## src/rtl/mdu_pkg.sv

```systemverilog
`default_nettype none
`timescale 1ns/1ps
// ============================================================================
// Module   : mdu_pkg
// Purpose  : Shared encodings, states and constants for the multiply/divide unit
// Revision : 1.0
// ============================================================================
package mdu_pkg;

    localparam logic [1:0] MDU_MULT  = 2'b00;
    localparam logic [1:0] MDU_MULTU = 2'b01;
    localparam logic [1:0] MDU_DIV   = 2'b10;
    localparam logic [1:0] MDU_DIVU  = 2'b11;

    localparam int          MDU_ITER  = 32;
    localparam logic [3:0]  ALUOP_MDU = 4'b1000;
    localparam logic [31:0] DIV0_QUOT = 32'hFFFF_FFFF;
    localparam logic [31:0] INT_MIN   = 32'h8000_0000;

    typedef enum logic [1:0] {
        S_IDLE = 2'd0,
        S_RUN  = 2'd1,
        S_FIX  = 2'd2,
        S_DONE = 2'd3
    } mdu_state_t;

    // Two's-complement magnitude; INT_MIN maps to 2^31, which fits unsigned.
    function automatic logic [31:0] mdu_mag(input logic [31:0] v, input logic neg);
        return neg ? (32'd0 - v) : v;
    endfunction

endpackage
`default_nettype wire

```

## src/rtl/mdu_addsub33.sv

```systemverilog
`default_nettype none
`timescale 1ns/1ps
// ============================================================================
// Module   : mdu_addsub33
// Purpose  : 33-bit combinational adder/subtractor (sub = invert y, carry in 1)
// Revision : 1.0
// ============================================================================
module mdu_addsub33 (
    input  logic [32:0] x,
    input  logic [32:0] y,
    input  logic        sub,
    output logic [32:0] sum
);

    logic [32:0] w_y;

    assign w_y = y ^ {33{sub}};
    assign sum = x + w_y + {32'd0, sub};

endmodule
`default_nettype wire

```

## src/rtl/mdu32.sv

```systemverilog
`default_nettype none
`timescale 1ns/1ps
// ============================================================================
// Module   : mdu32
// Purpose  : Iterative 32-cycle multiply/divide unit with HI/LO result registers
// Revision : 1.0
// ============================================================================
module mdu32
    import mdu_pkg::*;
#(
    parameter int WIDTH = 32
) (
    input  logic             clk,
    input  logic             rst_n,
    input  logic             start,
    input  logic [1:0]       op,
    input  logic [WIDTH-1:0] a,
    input  logic [WIDTH-1:0] b,
    input  logic             flush,
    output logic             busy,
    output logic             done,
    output logic [WIDTH-1:0] hi,
    output logic [WIDTH-1:0] lo,
    output logic             dz
);

    localparam logic [4:0] c_last = 5'(MDU_ITER - 1);

    mdu_state_t  r_state;
    mdu_state_t  w_next;

    logic [4:0]  r_cnt;
    logic [1:0]  r_op;
    logic        r_sa;
    logic        r_sb;
    logic        r_bzero;
    logic [31:0] r_araw;
    logic [31:0] r_y;
    logic [63:0] r_acc;
    logic [31:0] r_hi;
    logic [31:0] r_lo;
    logic        r_dz;

    logic        w_isdiv;
    logic        w_sa;
    logic        w_sb;
    logic [32:0] w_add_x;
    logic [32:0] w_add_y;
    logic [32:0] w_sum;
    logic        w_neg;
    logic [63:0] w_prod;
    logic [31:0] w_quot;
    logic [31:0] w_rem;

    assign w_isdiv = r_op[1];
    assign w_sa    = ~op[0] & a[31];
    assign w_sb    = ~op[0] & b[31];
    assign w_neg   = r_sa ^ r_sb;

    // Multiply adds the multiplicand into the upper half; divide trial-subtracts
    // the divisor from the remainder shifted left with the next dividend bit.
    always_comb begin
        if (w_isdiv) begin
            w_add_x = r_acc[63:31];
            w_add_y = {1'b0, r_y};
        end else begin
            w_add_x = {1'b0, r_acc[63:32]};
            w_add_y = r_acc[0] ? {1'b0, r_y} : 33'd0;
        end
    end

    mdu_addsub33 u_addsub (
        .x   (w_add_x),
        .y   (w_add_y),
        .sub (w_isdiv),
        .sum (w_sum)
    );

    assign w_prod = w_neg ? (64'd0 - r_acc) : r_acc;
    assign w_quot = w_neg ? (32'd0 - r_acc[31:0]) : r_acc[31:0];
    assign w_rem  = r_sa  ? (32'd0 - r_acc[63:32]) : r_acc[63:32];

    always_ff @(posedge clk or negedge rst_n) begin
        if (!rst_n) begin
            r_state <= S_IDLE;
        end else begin
            r_state <= w_next;
        end
    end

    always_comb begin
        w_next = r_state;
        if (flush) begin
            w_next = S_IDLE;
        end else begin
            case (r_state)
                S_IDLE:  if (start) w_next = S_RUN;
                S_RUN:   if (r_cnt == c_last) w_next = S_FIX;
                S_FIX:   w_next = S_DONE;
                S_DONE:  w_next = S_IDLE;
                default: w_next = S_IDLE;
            endcase
        end
    end

    always_ff @(posedge clk or negedge rst_n) begin
        if (!rst_n) begin
            r_cnt   <= 5'd0;
            r_op    <= 2'd0;
            r_sa    <= 1'b0;
            r_sb    <= 1'b0;
            r_bzero <= 1'b0;
            r_araw  <= 32'd0;
            r_y     <= 32'd0;
            r_acc   <= 64'd0;
            r_hi    <= 32'd0;
            r_lo    <= 32'd0;
            r_dz    <= 1'b0;
        end else if (flush) begin
            r_cnt   <= 5'd0;
            r_op    <= 2'd0;
            r_sa    <= 1'b0;
            r_sb    <= 1'b0;
            r_bzero <= 1'b0;
            r_araw  <= 32'd0;
            r_y     <= 32'd0;
            r_acc   <= 64'd0;
        end else begin
            case (r_state)
                S_IDLE: begin
                    if (start) begin
                        r_cnt   <= 5'd0;
                        r_op    <= op;
                        r_sa    <= w_sa;
                        r_sb    <= w_sb;
                        r_bzero <= (b == 32'd0);
                        r_araw  <= a;
                        if (op[1]) begin
                            r_y   <= mdu_mag(b, w_sb);
                            r_acc <= {32'd0, mdu_mag(a, w_sa)};
                        end else begin
                            r_y   <= mdu_mag(a, w_sa);
                            r_acc <= {32'd0, mdu_mag(b, w_sb)};
                        end
                    end
                end
                S_RUN: begin
                    r_cnt <= r_cnt + 5'd1;
                    if (!w_isdiv) begin
                        r_acc <= {w_sum, r_acc[31:1]};
                    end else if (!w_sum[32]) begin
                        r_acc <= {w_sum[31:0], r_acc[30:0], 1'b1};
                    end else begin
                        r_acc <= {r_acc[62:0], 1'b0};
                    end
                end
                S_FIX: begin
                    if (!w_isdiv) begin
                        r_hi <= w_prod[63:32];
                        r_lo <= w_prod[31:0];
                        r_dz <= 1'b0;
                    end else if (r_bzero) begin
                        r_hi <= r_araw;
                        r_lo <= DIV0_QUOT;
                        r_dz <= 1'b1;
                    end else begin
                        // INT_MIN / -1 lands here naturally: |q| = 2^31, signs equal.
                        r_hi <= w_rem;
                        r_lo <= w_quot;
                        r_dz <= 1'b0;
                    end
                end
                default: begin
                end
            endcase
        end
    end

    assign busy = (r_state == S_RUN) || (r_state == S_FIX);
    assign done = (r_state == S_DONE);
    assign hi   = r_hi;
    assign lo   = r_lo;
    assign dz   = r_dz;

endmodule
`default_nettype wire

```

## config.mk

```make
export PLATFORM = sky130hd
export DESIGN_NAME = mdu32
export DESIGN_NICKNAME = d
export VERILOG_FILES = /design/src/rtl/mdu_pkg.sv /design/src/rtl/mdu_addsub33.sv /design/src/rtl/mdu32.sv
export SDC_FILE = /design/constraint.sdc
export NUM_CORES = 1
export LEC_CHECK = 0
export BUFFER_PORTS_ARGS = -buffer_cell sky130_fd_sc_hd__buf_2
export CORE_MARGIN = 1.5
export CORE_UTILIZATION = 61
export DETAILED_ROUTE_END_ITERATION = 8
export MAX_ROUTING_LAYER = met4
export PLACE_DENSITY_LB_ADDON = 0.15
export SLEW_MARGIN = 20
export SYNTH_ARGS = -nofsm -noshare
export SYNTH_HDL_FRONTEND = slang
export SYNTH_SLANG_ARGS = --single-unit
```

## constraint.sdc

```tcl
create_clock -name clk -period 5.7 [get_ports clk]
set_input_delay 1.14 -clock clk [delete_from_list [all_inputs] [get_ports clk]]
set_output_delay 1.14 -clock clk [all_outputs]
set_load 0.03 [all_outputs]
```

Word level (Yosys, flattened, before mapping)
Cells that the tools add are included.

cells by class
  add/subtract/negate cells = 8
  eq/ne operators = 6
  mux-type cells = 46
  bitwise gates (word level) = 6
  reductions and logical operators = 10

operator list
  cell                                                count
  2-to-1 mux 32 bit                                   18
  2-to-1 mux 64 bit                                   5
  one-hot mux 64 bit (2 select lines)                 1
  subtractor 1 x 32 -> 32 bit (first input constant)  4
  subtractor 1 x 64 -> 64 bit (first input constant)  1
  adder 33 x 1 -> 33 bit                              1
  adder 33 bit                                        1
  2-to-1 mux 33 bit                                   1
  bitwise XOR 32 x 33 -> 33 bit                       1
  zero test 32 bit                                    1
  2-to-1 mux 2 bit                                    6
  2-to-1 mux 1 bit                                    11
  2-to-1 mux 5 bit                                    2
  one-hot mux 5 bit (2 select lines)                  1
  one-hot mux 2 bit (4 select lines)                  1
  AND reduction 2 bit                                 4
  inequality test 3 bit (second input constant)       2
  adder 5 x 1 -> 5 bit (second input constant)        1
  == test 5 bit (second input constant)               1
  == test 2 bit (second input constant)               2
  nonzero test 2 bit                                  2
  nonzero test 3 bit                                  1
  AND 1 bit                                           2
  == test 2 x 1 -> 1 bit (second input constant)      1
  4 further kinds                                     5

storage, ports and cells
  register bits = 205
  bits of input ports = 70
  word-level logic and storage cells = 88

Longest topological paths before layout
Gate-level depths: netlist of run 1.

  word-level depth = 9
  depth in mapped cells = 18

Hierarchy
From an unflattened synthesis of run 1, not the netlist that was laid out.

unflattened totals
  cells, all modules = 2023
  area, all modules = 16711.0 um^2

by module, submodules not included
  module        instances  cells each  area an instance (um^2)
  mdu32         1          1736        14580.2
  mdu_addsub33  1          287         2130.8

Least setup slack after synthesis of run 1
Ideal clock, no wire load.

  path type = reg2reg
  start point = register r_op[1]
  end point = register r_acc[62]
  data arrival time = 4340 ps
  path slack = 1236 ps
  stages on the path, launching flop included = 17
  clock period less this slack = 4464 ps
  cells stage by stage = dfrtp_1 > clkbuf_1 > buf_1 > buf_1 > clkbuf_1 > o21ai_0 > fa_1 > a211oi_1 > o21ai_0 > o2111a_1 > o21ai_0 > a21oi_1 > o21ai_1 > xnor2_2 > buf_4 > nor2_1 > a211o_1

between the ends
  word-level cells in the longest chain between the ends = 8
  elaborated cells between the ends (all ways) = 9
  those cells by class = add/sub (2); mux (6); bitwise (1)

RTL lines
  what                                     line                text
  start: declaration                       mdu32.sv:33         logic [1:0] r_op;
  start signal: assignment                 mdu32.sv:133        r_op <= op;
  2-to-1 mux 32 bit                        mdu32.sv:63         if (w_isdiv) begin
  bitwise XOR 32 x 33 -> 33 bit            mdu_addsub33.sv:17  assign w_y = y ^ {33{sub}};
  adder 33 bit                             mdu_addsub33.sv:18  assign sum = x + w_y + {32'd0, sub};
  adder 33 x 1 -> 33 bit                   mdu_addsub33.sv:18
  2-to-1 mux 64 bit                        mdu32.sv:151        end else if (!w_sum[32]) begin
  2-to-1 mux 64 bit (*)                    mdu32.sv:149        if (!w_isdiv) begin
  one-hot mux 64 bit (2 select lines) (*)  mdu32.sv:129        case (r_state)
  2-to-1 mux 64 bit (*)                    mdu32.sv:119        end else if (flush) begin
  end signal: assignment                   mdu32.sv:150        r_acc <= {w_sum, r_acc[31:1]};
  end signal: assignment                   mdu32.sv:152        r_acc <= {w_sum[31:0], r_acc[30:0], 1'b1};
  end signal: assignment                   mdu32.sv:154        r_acc <= {r_acc[62:0], 1'b0};
  end: declaration                         mdu32.sv:39         logic [63:0] r_acc;

Every way passes the cells marked *; elsewhere a longest branch is shown, timed or not.
A chain may end at the register's enable or synchronous reset.

Worst setup path after layout of run 1
  start point = register r_op[1]
  end point = register r_acc[37]

The elaborated chain is that of the path after synthesis.

==> impl_metrics.env, run 1 <==
export IMPL_antenna_found_initial=0
export IMPL_arrival_ns=5.03
export IMPL_synth_nets=1999
export IMPL_fin_cells=2262
export IMPL_grt_max_degree=108
export IMPL_cts_inserted_buffers=24
export IMPL_grt_pass1_vias=13700
export IMPL_period_minus_slack_ns=4.65
export IMPL_cp_max_fo=46
export IMPL_crit_end="r_acc[37]"
export IMPL_drv_slew=0
export IMPL_wirelength_microns=48900
export IMPL_worst_slew_pin_slew_ns=1.09
export IMPL_synth_top_family_by_area="compound AO/OA/AOI/OAI gates"
export IMPL_hold_viol=0
export IMPL_fin_crit_sh=0.816
export IMPL_seq_area_sq_mm=0.00511
export IMPL_netlist_instances=1887
export IMPL_fin_setup_tns_ns=0
export IMPL_syn_area_per_cell_sq_um=8.31
export IMPL_path_common_cell="o21ai_0"
export IMPL_first_pass_iters=8
export IMPL_cts_tree="built"
export IMPL_drive_gt1_frac=0.159
export IMPL_worstSetupPathDepth=14
export IMPL_drc=0
export IMPL_power_density_mw_per_mm2=431
export IMPL_area_delta_synth_final_pct=9.96
export IMPL_num_rows=58
export IMPL_cts_num_sinks=204
export IMPL_synth_edf_count=0
export IMPL_synthArstFlopShare=1.00
export IMPL_initial_core_util=0.623
export IMPL_yosys_area_share_simple=0.169
export IMPL_ioPinCount=137
export IMPL_worst_setup_path_end_kind="flop"
export IMPL_cap_violations=0
export IMPL_yosysMostFrequentCell="nand2_1"
export IMPL_synth_compound_area_frac=0.218
export IMPL_synth_top_cell_by_area="dfrtp_1"
export IMPL_path_cells="nor2_1 -> buf_4 -> mux2_2 -> fa_1 -> a211oi_1 -> o21ai_0 -> o2111a_1 -> o21ai_0 -> a21oi_1 -> o21ai_1 -> xnor2_4 -> buf_12 -> mux2i_1 -> o21ai_0"
export IMPL_synth_xor_area_frac=0.102
export IMPL_syn_area_sq_mm=0.0157
export IMPL_synth_area_top_cells="dfrtp_1, xnor2_1, mux2_2"
export IMPL_critPathTopFamily="compound AO/OA/AOI/OAI gates"
export IMPL_antenna_cells=0
export IMPL_dieArea_sq_mm=0.0267
export IMPL_ys_ff_latch=204
export IMPL_grt_use_total=0.378
export IMPL_hold_class="reg2reg"
export IMPL_ctsResizeCount=0
export IMPL_worstSetupPathType="reg2reg"
export IMPL_cpPeakStageDelay_ns=0.74
export IMPL_ctsHoldBuffers=0
export IMPL_startpoint_type="flop"
export IMPL_synth_warning_count=0
export IMPL_slew_headroom=0.271
export IMPL_ant_nets=0
export IMPL_globalplace_congestion=0.995
export IMPL_dp_cells=2219
export IMPL_path_buf_inv=2
export IMPL_ys_seq_area_frac=0.325
export IMPL_p_leak_nw=7.69
export IMPL_hp_start="hi[29]"
export IMPL_yosys_area_share_adder=0.0340
export IMPL_rsz0062_at_grt="false"
export IMPL_fin_nets=2027
export IMPL_synth_ff_type="dfrtp_1"
export IMPL_synth_commonest_cells="nand2_1, dfrtp_1, o21ai_0"
export IMPL_clock_fmax_mhz=215
export IMPL_clockRootBuffer="clkbuf_16"
export IMPL_status="complete, no violations"
export IMPL_finalCoreUtilization=0.685
export IMPL_grt_ovfl_total=0
export IMPL_cts_max_level=1
export IMPL_wl_per_cell_microns=21.6
export IMPL_skew_ns=0.0174
export IMPL_post_cts_buffers=0
export IMPL_drtIter0Drc=1486
export IMPL_clkTransAtPathRegs_ns=0.06
export IMPL_grt_pass1_wl_microns=76000
export IMPL_slowest_stage="dfrtp_4"
export IMPL_rr_startpoint="r_op[1]"
export IMPL_io_buffers=136
export IMPL_multi_input_comb_area_sq_mm=0.00991
export IMPL_placed_area_sq_mm=0.0165
export IMPL_synth_mux_area_frac=0.103
export IMPL_die_h_microns=163
export IMPL_nFillCells=2117
export IMPL_synth_cell_types=75
export IMPL_rr_endpoint="r_acc[37]"
export IMPL_place_hpwl_microns=36000
export IMPL_ff2ff_path_depth=14
export IMPL_stdcell_area_sq_mm=0.0173
export IMPL_setup_violations=0
export IMPL_cts_max_path_buffers=3
export IMPL_vias=14500
export IMPL_startpoint="r_op[1]"
export IMPL_ff2ff_setup_slack_ns=1.05
export IMPL_peakVddDrop_mv=0.552
export IMPL_die_x_microns=163
export IMPL_vias_per_cell=6.42
export IMPL_core_area_sq_mm=0.0252
export IMPL_yosysTopAreaCellShare=0.325
export IMPL_required_ns=6.08
export IMPL_worstSkewPairLatency_ns=0.54
-- layout make-up --
cell class / count / area share
Clock buffer: 31 / 0.0381
Inverter: 33 / 0.00718
Tap cell: 330 / 0.0239
Multi-Input combinational cell: 1491 / 0.574
Clock inverter: 12 / 0.00733
Timing Repair Buffer: 161 / 0.0530
Sequential cell: 204 / 0.296
-- power by group --
group	total [mW]	switching [mW]	internal (mW)
Sequential	2.39	0.507	1.88
Clock	1.55	0.650	0.904
Combinational	3.50	2.23	1.27
Total	7.44	3.39	4.05
-- flip-flops by register name, indices dropped and copies added (netlist names) --
name and count:
r_araw 32, r_y 32, r_bzero 1, r_op 1, lo 32, dz 1
r_cnt 5, hi 32, r_sb 1, r_acc 64, r_sa 1, r_state 2
-- stage by stage --
stage          power [mW]  worst slack (ns)  hold slack [ns]
2_1_floorplan        4.81              1.24            0.443
3_3_place_gp         5.75              1.19            0.446
3_5_place_dp         5.84              1.10            0.457
4_1_cts              7.42              1.06            0.472
5_1_grt              7.90             0.666            0.495
6_report             7.44              1.05            0.471
-- how the worst min path moves through the flow --
| stage | to | slack (ns) | depth (start not counted) |
|---|---|---|---|
| global placement | hi[21] | 0.45 | 2 |
| floorplan | r_araw[0] | 0.44 | 2 |
| CTS | hi[29] | 0.47 | 2 |
| global route | hi[28] | 0.49 | 2 |
| detailed placement | hi[29] | 0.46 | 2 |
| finish | hi[29] | 0.47 | 2 |
-- worst reg2reg max path: stages (launching register included) --
cell      delay [ns]
dfrtp_4         0.74
nor2_1          0.10
buf_4           0.24
mux2_2          0.34
fa_1            0.48
a211oi_1        0.26
o21ai_0         0.22
o2111a_1        0.36
o21ai_0         0.26
a21oi_1         0.11
o21ai_1         0.49
xnor2_4         0.30
buf_12          0.26
mux2i_1         0.24
o21ai_0         0.10
-- cells by family (layout without fill, tap and decap cells) --
kind of cell / count (synthesis) / in the layout
simple gates: 566 / 566
compound gates: 549 / 549
flops: 204 / 204
buf+inv: 192 / 237
xor+xnor: 182 / 182
mux: 152 / 152
fa+ha+maj: 42 / 42
-- routing by layer --
| metal | global-route usage | share of wire | vias up |
|---|---|---|---|
| met4 | 0.146 | 0.038 | 0 |
| met5 | - | 0 | - |
| li1 | - | - | 6788 |
| met3 | 0.0394 | 0.079 | 111 |
| met2 | 0.580 | 0.45 | 622 |
| met1 | 0.514 | 0.43 | 6995 |
-- cell usage in the layout (no fill, tap or decap), drive strengths merged, types with 16 or more instances in the layout --
cell type,n
a31oi,21
inv,32
o21ai,171
a21oi,149
dfrtp,204
xnor2,116
ha,41
o31ai,33
a21o,29
mux2i,75
xor2,66
nor2,138
o211ai,16
a22oi,26
nor3,29
a211oi,22
nand2b,38
nor4,21
clkbuf,32
nand2,231
mux2,77
buf,160
a22o,29
Note: power is estimated with default switching activity, not from simulation.
==> inputs of run 2 (changes only) <==
clock period = 4.4 ns   (was 5.7 ns; I/O delays follow)
==> impl_metrics.env, run 2 (synthesized netlist as in run 1, its figures left out) <==
export IMPL_die_x_microns=163
export IMPL_slew_headroom=0.334
export IMPL_layout_commonest_cell="nand2_1"
export IMPL_cap_violations=0
export IMPL_cp_max_fo=30
export IMPL_ioPinCount=137
export IMPL_first_pass_iters=6
export IMPL_peakVddDrop_mv=0.627
export IMPL_rsz0062_at_grt="false"
export IMPL_wirelength_microns=49900
export IMPL_drive_gt1_frac=0.177
export IMPL_ff2ff_setup_slack_ns=0.15
export IMPL_cts_inserted_buffers=24
export IMPL_power_density_mw_per_mm2=564
export IMPL_grt_pass1_wl_microns=77500
export IMPL_worstSetupPathType="reg2reg"
export IMPL_clkTransAtPathRegs_ns=0.07
export IMPL_cts_num_sinks=204
export IMPL_drv_slew=0
export IMPL_grt_ovfl_total=0
export IMPL_path_common_cell="o21ai_0"
export IMPL_clock_fmax_mhz=235
export IMPL_path_buf_inv=1
export IMPL_startpoint_type="flop"
export IMPL_cts_max_level=1
export IMPL_ctsHoldBuffers=0
export IMPL_final_cell_mix="nand2_1, dfrtp_1, o21ai_0"
export IMPL_fin_setup_tns_ns=0
export IMPL_num_rows=58
export IMPL_grt_use_total=0.384
export IMPL_wl_per_cell_microns=21.6
export IMPL_hold_class="in2async"
export IMPL_p_leak_nw=7.92
export IMPL_cts_max_path_buffers=3
export IMPL_fin_crit_sh=0.966
export IMPL_arrival_ns=4.68
export IMPL_antenna_found_initial=2
export IMPL_p_total_mw=9.95
export IMPL_status="complete, no violations"
export IMPL_path_cells="nor2_1 -> buf_4 -> mux2_2 -> fa_1 -> a211oi_1 -> o21ai_0 -> o2111a_1 -> o21ai_0 -> a21oi_1 -> o21ai_2 -> xnor2_2 -> a32o_1 -> a211o_1"
export IMPL_worst_setup_path_end_kind="flop"
export IMPL_initial_core_util=0.623
export IMPL_period_minus_slack_ns=4.25
export IMPL_fin_nets=2068
export IMPL_clockRootBuffer="clkbuf_16"
export IMPL_worstSkewPairLatency_ns=0.54
export IMPL_critPathTopFamily="compound AO/OA/AOI/OAI gates"
export IMPL_finalCoreUtilization=0.701
export IMPL_required_ns=4.83
export IMPL_setup_violations=0
export IMPL_cts_tree="built"
export IMPL_skew_ns=0.00917
export IMPL_vias=14900
export IMPL_cpPeakStageDelay_ns=0.55
export IMPL_place_hpwl_microns=36800
export IMPL_ant_nets=0
export IMPL_drtIter0Drc=1581
export IMPL_io_buffers=136
export IMPL_slowest_stage="dfrtp_4"
export IMPL_dieArea_sq_mm=0.0267
export IMPL_largest_register="r_acc"
export IMPL_largest_reg_flops=64
export IMPL_vias_per_cell=6.46
export IMPL_worst_slew_pin_slew_ns=0.994
export IMPL_core_area_sq_mm=0.0252
export IMPL_grt_pass1_vias=13800
export IMPL_drc=0
export IMPL_hold_viol=0
export IMPL_area_delta_synth_final_pct=12.5
export IMPL_die_h_microns=163
export IMPL_grt_max_degree=105
export IMPL_globalplace_congestion=0.959
==> run 2: area by class of cell <==
| type | count | area [sq um] |
|---|---|---|
| Multi-Input combinational cell | 1492 | 9900 |
| Inverter | 33 | 124 |
| Tap cell | 330 | 413 |
| Antenna cell | 2 | 5.00 |
| Clock inverter | 14 | 249 |
| Fill cell | 2074 | 7530 |
| Clock buffer | 30 | 623 |
| Sequential cell | 204 | 5110 |
| Timing Repair Buffer | 201 | 1230 |
==> run 2: final timing paths <==
path,startpoint,end,cells past startpoint
worst max-delay path,r_op[1],r_acc[62],13
worst min-delay path,rst_n,hi[28],1
worst max register to register,r_op[1],r_acc[62],13
worst min register to register,hi[16],hi[16],1
max in group asynchronous,rst_n,r_y[0],2
min in group clk,hi[16],hi[16],1
==> run 2: worst reg2reg max path, delay by kind of cell (launching register included) <==
| kind | cells | cell delay, ns |
|---|---|---|
| AOI/OAI and AO/OA | 8 | 2.06 |
| DFF | 1 | 0.55 |
| adders and majority gates | 1 | 0.49 |
| xor gates and xnor gates | 1 | 0.38 |
| muxes | 1 | 0.33 |
| buffers and inverters | 1 | 0.24 |
| and+or+nand+nor | 1 | 0.08 |
==> run 2: metrics by stage <==
stage / hold WS (ns) / instance area [sq um] / setup WS [ns] / instances
after global routing: 0.494 / 17700 / 0.0126 / 2305
after global placement: 0.448 / 16800 / 0.262 / 2259
after CTS: 0.472 / 17600 / 0.123 / 2303
after floorplan: 0.443 / 15700 / 0.0687 / 1887
final: 0.469 / 17700 / 0.151 / 2306
after detailed placement: 0.454 / 16800 / 0.140 / 2259
==> run 2: metal layers <==
metal  wire (microns)  global-route usage  part of all wire
met5                0                   -                 0
met4             2120               0.157             0.042
met3             4270              0.0510             0.086
met1            21400               0.526              0.43
met2            22100               0.573              0.44
==> run 2: report_power, final <==
group / total [mW] / internal [mW] / switching [mW]
Sequential: 3.05 / 2.44 / 0.612
Combinational: 4.66 / 1.71 / 2.95
Clock: 2.24 / 1.37 / 0.875
Total: 9.95 / 5.52 / 4.44
==> run 2: timing repair <==
item | CTS | global route
gates resized for setup | 0 | 1
setup buffers | 0 | 0
endpoints found under the setup margin | 0 | 14
